--- src/rtl/systolic_seq_ctrl.sv ---
// Job sequencer for the skewed NxN systolic core: loads N weight rows, streams M
// activation rows, captures M aligned result rows and reports done/err to the host.
module systolic_seq_ctrl #(
   parameter int N             = 4,
   parameter int DATA_WIDTH    = 8,
   parameter int ACC_WIDTH     = 32,
   parameter int ADDR_WIDTH    = 10,
   parameter int DRAIN_TIMEOUT = 64
) (
   input  logic                      clk,
   input  logic                      rst_n,
   input  logic                      start,
   input  logic                      abort,
   input  logic [15:0]               cfg_rows,
   input  logic [ADDR_WIDTH-1:0]     cfg_w_base,
   input  logic [ADDR_WIDTH-1:0]     cfg_x_base,
   input  logic [ADDR_WIDTH-1:0]     cfg_y_base,
   output logic                      busy,
   output logic                      done,
   output logic                      err,
   output logic                      wbuf_rd_en,
   output logic [ADDR_WIDTH-1:0]     wbuf_rd_addr,
   input  logic [N*DATA_WIDTH-1:0]   wbuf_rd_data,
   output logic                      xbuf_rd_en,
   output logic [ADDR_WIDTH-1:0]     xbuf_rd_addr,
   input  logic [N*DATA_WIDTH-1:0]   xbuf_rd_data,
   output logic                      ybuf_wr_en,
   output logic [ADDR_WIDTH-1:0]     ybuf_wr_addr,
   output logic [N*ACC_WIDTH-1:0]    ybuf_wr_data,
   output logic                      core_load_weight,
   output logic [N-1:0]              core_valid_in,
   output logic [N*DATA_WIDTH-1:0]   core_x_in,
   output logic [N*ACC_WIDTH-1:0]    core_y_in,
   input  logic [N*ACC_WIDTH-1:0]    core_y_out,
   input  logic [N-1:0]              core_valid_out
);

   typedef enum logic [2:0] {
      IDLE     = 3'd0,
      LOAD_W   = 3'd1,
      STREAM_X = 3'd2,
      DRAIN    = 3'd3,
      DONE     = 3'd4
   } state_t;

   state_t                state_r, state_s;
   logic [15:0]           rows_r;
   logic [15:0]           rd_cnt_r, rd_cnt_s;
   logic [15:0]           out_cnt_r, out_cnt_s;
   logic [15:0]           idle_cnt_r, idle_cnt_s;
   logic [ADDR_WIDTH-1:0] w_base_r, x_base_r, y_base_r;
   logic                  err_r, err_s;
   logic                  w_beat_r, x_beat_r;
   logic                  busy_s, accept_s, all_ones_s, partial_s, cap_s, extra_s;

   assign busy_s     = (state_r == LOAD_W) || (state_r == STREAM_X) || (state_r == DRAIN);
   assign accept_s   = (state_r == IDLE) && start && (cfg_rows != 16'd0);
   assign all_ones_s = &core_valid_out;
   assign partial_s  = busy_s && (|core_valid_out) && !all_ones_s;
   // A full row is only written while fewer than M rows have been captured.
   assign cap_s      = busy_s && all_ones_s && (out_cnt_r != rows_r);
   assign extra_s    = busy_s && all_ones_s && (out_cnt_r == rows_r);

   // Next-state, counter and sticky-error logic; abort outranks every other exit.
   always_comb begin
      state_s    = state_r;
      rd_cnt_s   = rd_cnt_r;
      out_cnt_s  = cap_s ? (out_cnt_r + 16'd1) : out_cnt_r;
      idle_cnt_s = 16'd0;
      err_s      = err_r | partial_s | extra_s;
      case (state_r)
         IDLE: begin
            if (accept_s) begin
               state_s   = LOAD_W;
               rd_cnt_s  = 16'd0;
               out_cnt_s = 16'd0;
               err_s     = 1'b0;
            end else begin
               state_s = IDLE;
            end
         end
         LOAD_W: begin
            if (abort) begin
               state_s = DONE;
               err_s   = 1'b1;
            end else if (rd_cnt_r == 16'(N - 1)) begin
               state_s  = STREAM_X;
               rd_cnt_s = 16'd0;
            end else begin
               rd_cnt_s = rd_cnt_r + 16'd1;
            end
         end
         STREAM_X: begin
            if (abort) begin
               state_s = DONE;
               err_s   = 1'b1;
            end else if (rd_cnt_r == (rows_r - 16'd1)) begin
               state_s  = DRAIN;
               rd_cnt_s = 16'd0;
            end else begin
               rd_cnt_s = rd_cnt_r + 16'd1;
            end
         end
         DRAIN: begin
            if (abort) begin
               state_s = DONE;
               err_s   = 1'b1;
            end else if (out_cnt_s == rows_r) begin
               state_s = DONE;
            end else if (!cap_s && (idle_cnt_r == 16'(DRAIN_TIMEOUT - 1))) begin
               state_s = DONE;
               err_s   = 1'b1;
            end else begin
               idle_cnt_s = cap_s ? 16'd0 : (idle_cnt_r + 16'd1);
            end
         end
         DONE: begin
            state_s = IDLE;
         end
         default: begin
            state_s = IDLE;
         end
      endcase
   end

   // State, counters, latched job configuration and read-to-beat delay stage.
   always_ff @(posedge clk or negedge rst_n) begin
      if (!rst_n) begin
         state_r    <= IDLE;
         rows_r     <= 16'd0;
         rd_cnt_r   <= 16'd0;
         out_cnt_r  <= 16'd0;
         idle_cnt_r <= 16'd0;
         w_base_r   <= {ADDR_WIDTH{1'b0}};
         x_base_r   <= {ADDR_WIDTH{1'b0}};
         y_base_r   <= {ADDR_WIDTH{1'b0}};
         err_r      <= 1'b0;
         w_beat_r   <= 1'b0;
         x_beat_r   <= 1'b0;
      end else begin
         state_r    <= state_s;
         rd_cnt_r   <= rd_cnt_s;
         out_cnt_r  <= out_cnt_s;
         idle_cnt_r <= idle_cnt_s;
         err_r      <= err_s;
         w_beat_r   <= wbuf_rd_en;
         x_beat_r   <= xbuf_rd_en;
         if (accept_s) begin
            rows_r   <= cfg_rows;
            w_base_r <= cfg_w_base;
            x_base_r <= cfg_x_base;
            y_base_r <= cfg_y_base;
         end else begin
            rows_r   <= rows_r;
            w_base_r <= w_base_r;
            x_base_r <= x_base_r;
            y_base_r <= y_base_r;
         end
      end
   end

   assign busy = busy_s;
   assign done = (state_r == DONE);
   assign err  = err_r;

   // Reads are pure decodes of registered state; address sums wrap naturally.
   assign wbuf_rd_en   = (state_r == LOAD_W);
   assign wbuf_rd_addr = wbuf_rd_en ? (w_base_r + rd_cnt_r[ADDR_WIDTH-1:0]) : {ADDR_WIDTH{1'b0}};
   assign xbuf_rd_en   = (state_r == STREAM_X);
   assign xbuf_rd_addr = xbuf_rd_en ? (x_base_r + rd_cnt_r[ADDR_WIDTH-1:0]) : {ADDR_WIDTH{1'b0}};

   assign ybuf_wr_en   = cap_s;
   assign ybuf_wr_addr = cap_s ? (y_base_r + out_cnt_r[ADDR_WIDTH-1:0]) : {ADDR_WIDTH{1'b0}};
   assign ybuf_wr_data = cap_s ? core_y_out : {(N*ACC_WIDTH){1'b0}};

   assign core_load_weight = w_beat_r;
   assign core_valid_in    = {N{w_beat_r | x_beat_r}};
   assign core_x_in        = w_beat_r ? wbuf_rd_data :
                             (x_beat_r ? xbuf_rd_data : {(N*DATA_WIDTH){1'b0}});
   assign core_y_in        = {(N*ACC_WIDTH){1'b0}};

endmodule

--- config.mk ---
export PLATFORM = sky130hd
export DESIGN_NAME = systolic_seq_ctrl
export DESIGN_NICKNAME = d
export VERILOG_FILES = /design/src/rtl/systolic_seq_ctrl.sv
export SDC_FILE = /design/constraint.sdc
export NUM_CORES = 1
export LEC_CHECK = 0
export ABC_AREA = 1
export ABC_CLOCK_PERIOD_IN_PS = 3300
export CORE_AREA = 2 2 220 222
export CTS_BUF_LIST = sky130_fd_sc_hd__clkbuf_2 sky130_fd_sc_hd__clkbuf_4 sky130_fd_sc_hd__clkbuf_8
export DETAILED_ROUTE_END_ITERATION = 7
export DIE_AREA = 0 0 222 224
export PLACE_DENSITY_LB_ADDON = 0.2
export SYNTH_ARGS = -nofsm -noshare
export SYNTH_HDL_FRONTEND = slang
export SYNTH_SLANG_ARGS = --single-unit
--- constraint.sdc ---
create_clock -name clk -period 3.3 [get_ports clk]
set_input_delay 0.495 -clock clk [delete_from_list [all_inputs] [get_ports clk]]
set_output_delay 0.495 -clock clk [all_outputs]
set_load 0.005 [all_outputs]
Word-level counts from Yosys, hierarchy flattened

Cells that the tools add are included.

$add $sub $neg: 7
Eq/ne operators: 16
Mux-type cells: 35
Bitwise operators: 3
Reductions and logical operators: 20

Operator list:

| cell                  | count |
|---|---|
| $mux 16               | 13 |
| $mux 128              | 1 |
| $mux 32               | 2 |
| $add 16x1->16 const B | 3 |
| $eq 16x16->1          | 3 |
| $pmux 16 s3           | 1 |
| $add 10x10->10        | 3 |
| $mux 10               | 3 |
| $mux 3                | 7 |
| $eq 16x2->1 const B   | 1 |
| $eq 16x6->1 const B   | 1 |
| $ne 16x16->1          | 1 |
| $reduce_bool 16->1    | 1 |
| $sub 16x1->16 const B | 1 |
| $pmux 3 s4            | 1 |
| $logic_and 1x1->1     | 8 |
| $reduce_and 4->1      | 2 |
| $eq 3x2->1 const B    | 2 |
| $mux 1                | 6 |
| $ne 2x2->1 const B    | 3 |
| $ne 3x2->1 const B    | 2 |
| $ne 4x2->1 const B    | 1 |
| $reduce_or 4->1       | 1 |
| $eq 3x1->1 const B    | 1 |
| 9 further kinds       | 13 |

Bits in registers: 100
Input bits: 246
Output and inout bits: 329
Word-level logic and storage cells: 92

Logic depth before layout (Yosys ltp)

Depth in word-level cells: 11
Gate-level depth with buffers: 20
Depth with buffers taken out: 19

Least setup slack after synthesis

OpenSTA, ideal clock, no wires.

Path type: register to output
Start: register rd_cnt_r[0]
End: output port xbuf_rd_addr[8]
Arrival time: 2038 ps
Slack: 767 ps
Cell stages (with the launch flop): 15
Path buffers: 0
Path through: dfrtp_1 > ha_1 > fa_1 > nand2_1 > inv_1 > o21ai_0 > nand2_1 > nand2_1 > nand2_1 > a21oi_1 > nor2_1 > nor2_1 > o21bai_1 > o21ai_0 > a21oi_1

Longest elaborated chain between the ends: 2

Ends and longest elaborated chain:

| element                | line | text |
|---|---|---|
| from (decl)            | 48   | `logic [15:0] rd_cnt_r, rd_cnt_s;` |
| from (signal assigned) | 142  | `rd_cnt_r <= rd_cnt_s;` |
| $add 10x10->10         | 170  | `assign xbuf_rd_addr = xbuf_rd_en ? (x_base_r + rd_cnt_r[ADDR_WIDTH-1:0]) : {ADDR_WIDTH{1'b0}};` |
| $mux 10                | 170  |  |
| to (decl)              | 25   | `output logic [ADDR_WIDTH-1:0] xbuf_rd_addr,` |

Every way passes these cells.

Worst setup path after layout

Start: input port core_valid_out[0]
End: output port ybuf_wr_data[79]

Longest elaborated chain between the ends: 4

Ends and longest elaborated chain:

| element                         | line | text |
|---|---|---|
| from (decl)                     | 35   | `input logic [N-1:0] core_valid_out` |
| $reduce_and 4->1                | 58   | `assign all_ones_s = &core_valid_out;` |
| $logic_and 1x1->1 (2 in series) | 61   | `assign cap_s = busy_s && all_ones_s && (out_cnt_r != rows_r);` |
| $mux 128                        | 174  | `assign ybuf_wr_data = cap_s ? core_y_out : {(N*ACC_WIDTH){1'b0}};` |
| to (decl)                       | 29   | `output logic [N*ACC_WIDTH-1:0] ybuf_wr_data,` |

Every way passes these cells.

==> summary.md <==
| Metric | Value |
|---|---|
| Outcome | `finished clean` |
| Share of layout cells above drive strength 1 | `0.0809` |
| Number of synthesized register bits | `100` |
| Die area | `0.0497 mm²` |
| Largest fanout on the critical path | `44` |
| Crit path capture type | `output port` |
| Final core utilization | `0.317` |
| Reg2reg start | `state_r[2]` |
| Cells after Synth | `1537` |
| GR Overflow Total | `0` |
| Worst Tran Pin Value | `0.822 ns` |
| Global-route wire length before repair | `72500 µm` |
| Achievable Freq | `311 MHz` |
| I/O Buffers | `446` |
| Min cycle time layout | `3.21 ns` |
| Worst setup margin | `0.0881 ns` |
| Area growth syn-to-layout | `56.8%` |
| Hold buffers post-CTS | `0` |
| Layout Cells excl Fill | `2625` |
| DR pass1 iterations | `4` |
| Total clock sinks | `100` |
| CORE AREA | `0.0473 mm²` |
| Latest clock arrival within the worst-skew pair | `0.39 ns` |
| CTS Buffer Depth | `2` |
| Max rail drop VDD | `0.000223 V` |
| Top cells by count, synth | `nand2_1, inv_1, nor2_1, buf_4, dfrtp_1` |
| Initial core utilization | `0.202` |
| RSZ-0062 raised after global routing | `yes` |
| Final nets | `2278` |
| CP arrival | `2.72 ns` |
| H-tree levels | `3` |
| Vias in the first global route | `10700` |
| Largest net degree at the start of global routing | `54` |
| Pwr/cell area | `472 mW/mm²` |
| Worst R2R Path Depth | `9` |
| Place WS | `-0.0618 ns` |
| Post-route antenna net violation count | `0` |
| GRT Total Usage | `0.201` |
| Post-Route WL | `52600 µm` |
| CTS tree | `built` |
| Max-cap violations | `0` |
| # rows | `80` |
| Synth warn | `0` |
| Synth Area per Inst | `6.23 µm²` |
| Req. time, crit path | `2.80 ns` |
| GP Congestion | `0.911` |
| Clock transition at path regs | `0.11 ns` |
| Wire per inst | `20.0 µm` |
| Via/cell ratio | `4.17` |
| Yosys top cell by area | `dfrtp_1` |
| Count of boundary I/O pins | `575` |
| Die H | `224 µm` |
| Count leader, synth | `nand2_1` |
| Tcrit/Tclk final | `0.973` |
| Flop2flop setup slack | `0.48 ns` |
| Min Hold Slack | `0.175 ns` |
| Mapped Area | `0.00958 mm²` |
| Post-synthesis sequential area ratio | `0.261` |
| TritonCTS Buffers | `9` |
| Hold Fails Final Rpt | `0` |
| Inst Count DP | `2586` |
| Yosys cell types | `45` |
| Top_reg_cell synth | `dfrtp_1` |
| Clock Root Buffer | `clkbuf_8` |
| Initial antenna violation count | `15` |
| Top-area cell type share of the netlist area | `0.261` |
| Asr flop ratio synth | `1.00` |
| Worst slew margin | `0.452` |
| R2R Path End | `rd_cnt_r[12]` |
| EDFF count, synth | `0` |
| Area contributors post-synth | `dfrtp_1, nand2_1, buf_4` |
| Slew Viols, Final | `0` |
| Crit path launch type | `input port` |
| Die X | `222 µm` |
| Residual DRC | `0` |
| Final setup vio count | `0` |
| DRT iter0 DRCs | `594` |
| Setup Skew | `0.0143 ns` |
| Vias | `10900` |
| Post-DP HPWL | `43900 µm` |
| Worst hold-check path type | `input port to asynchronous set/reset pin` |
| Critical path class | `input port to output port` |
| Leakage power | `0.00738 µW` |
[cell type report]
cell class                      instances  area [µm²]
Antenna cell                            7        17.5
Clock buffer                           12         159
Clock inverter                          4        32.5
Fill cell                            5221       32300
Inverter                              270        1010
Multi-Input combinational cell       1118        5590
Sequential cell                       100        2520
Tap cell                              615         769
Timing Repair Buffer                  499        4920
[cells in the final DEF, fill, tap and decap left out, types with 3 or more instances in the layout]
master	count
nor2_1	218
ha_2	3
nand4_1	16
nor4_1	7
o21ai_0	46
nand2_1	365
nand3b_1	10
nand2_2	3
a21oi_2	8
clkbuf_8	11
xnor2_1	9
inv_2	6
inv_1	264
nand3_2	3
a21oi_1	35
xor2_1	46
nand3_1	97
nor2_2	30
o21ai_1	9
nor3_1	21
fa_2	3
dfrtp_1	86
buf_4	50
dfrtp_2	14
ha_4	7
clkdlybuf4s50_1	437
conb_1	128
ha_1	21
o21bai_1	5
o2111ai_1	3
diode_2	7
dlygate4sd2_1	3
[critical path: stages]
cell,delay (ns)
clkdlybuf4s50_1,0.48
nand2_1,0.09
nor2_2,0.19
nand2_2,0.08
inv_2,0.17
nand2_8,0.16
buf_16,0.23
nor2_1,0.22
clkdlybuf4s50_1,0.57
[worst max path at each step]
stage	startpoint	end	slack, ns	cells past startpoint
after detailed placement	core_valid_out[1]	ybuf_wr_data[81]	-0.06	9
after CTS	out_cnt_r[1]	ybuf_wr_data[27]	0.00004	12
after floorplan	rd_cnt_r[0]	xbuf_rd_addr[8]	0.77	14
after global routing	rd_cnt_r[3]	xbuf_rd_addr[7]	-0.08	10
after global placement	core_valid_out[0]	ybuf_wr_data[80]	-0.08	9
final	core_valid_out[0]	ybuf_wr_data[79]	0.09	9
[logic make-up after synthesis]
logic type               after synthesis  synth area share
adder cells (fa/ha/maj)               34            0.0468
buffers and inverters                447             0.230
flip-flops                           100             0.261
other                                  1          0.000391
XOR/XNOR                              56            0.0526
multiplexers                           1           0.00104
AO/OA/AOI/OAI                        116            0.0661
AND/OR/NAND/NOR                      782             0.342
[registers in the layout (all words and copies together) (netlist names)]
signal and count:
core_load_weight 1, err 1, idle_cnt_r 16, out_cnt_r 16
rd_cnt_r 16, rows_r 16, state_r 3, w_base_r 10
x_base_r 10, x_beat_r 1, y_base_r 10
[per-layer routing]
layer / up-vias / track usage / wire [µm]
met2: 424 / 0.326 / 23700
met3: 49 / 0.0808 / 4820
met4: 14 / 0.0451 / 1100
met5: - / 0 / 98
li1: 5351 / - / -
met1: 5097 / 0.251 / 22900
[stage by stage]
| step | area (µm²) | TNS, ns | power, µW |
|---|---|---|---|
| detailed placement | 14400 | -0.226 | 6120 |
| global route | 15000 | -0.200 | 7710 |
| finish | 15000 | 0 | 7090 |
| global placement | 14400 | -0.575 | 6110 |
| CTS | 14700 | 0 | 6990 |
| floorplan | 10100 | 0 | 4250 |
[power by group]
part	total [µW]	switching (µW)	internal, µW
clock	811	482	329
sequential	1930	386	1550
combinational	4340	2440	1900
total	7090	3300	3780
[timing repair]
action | 4_1_cts | 5_1_grt
resized for setup | 24 | 63
endpoints found under the setup margin | 82 | 128
pin swaps | 4 | 16
gates cloned | 1 | 1
buffers inserted | 3 | 11
No activity file was read; power rests on OpenSTA's default activity.
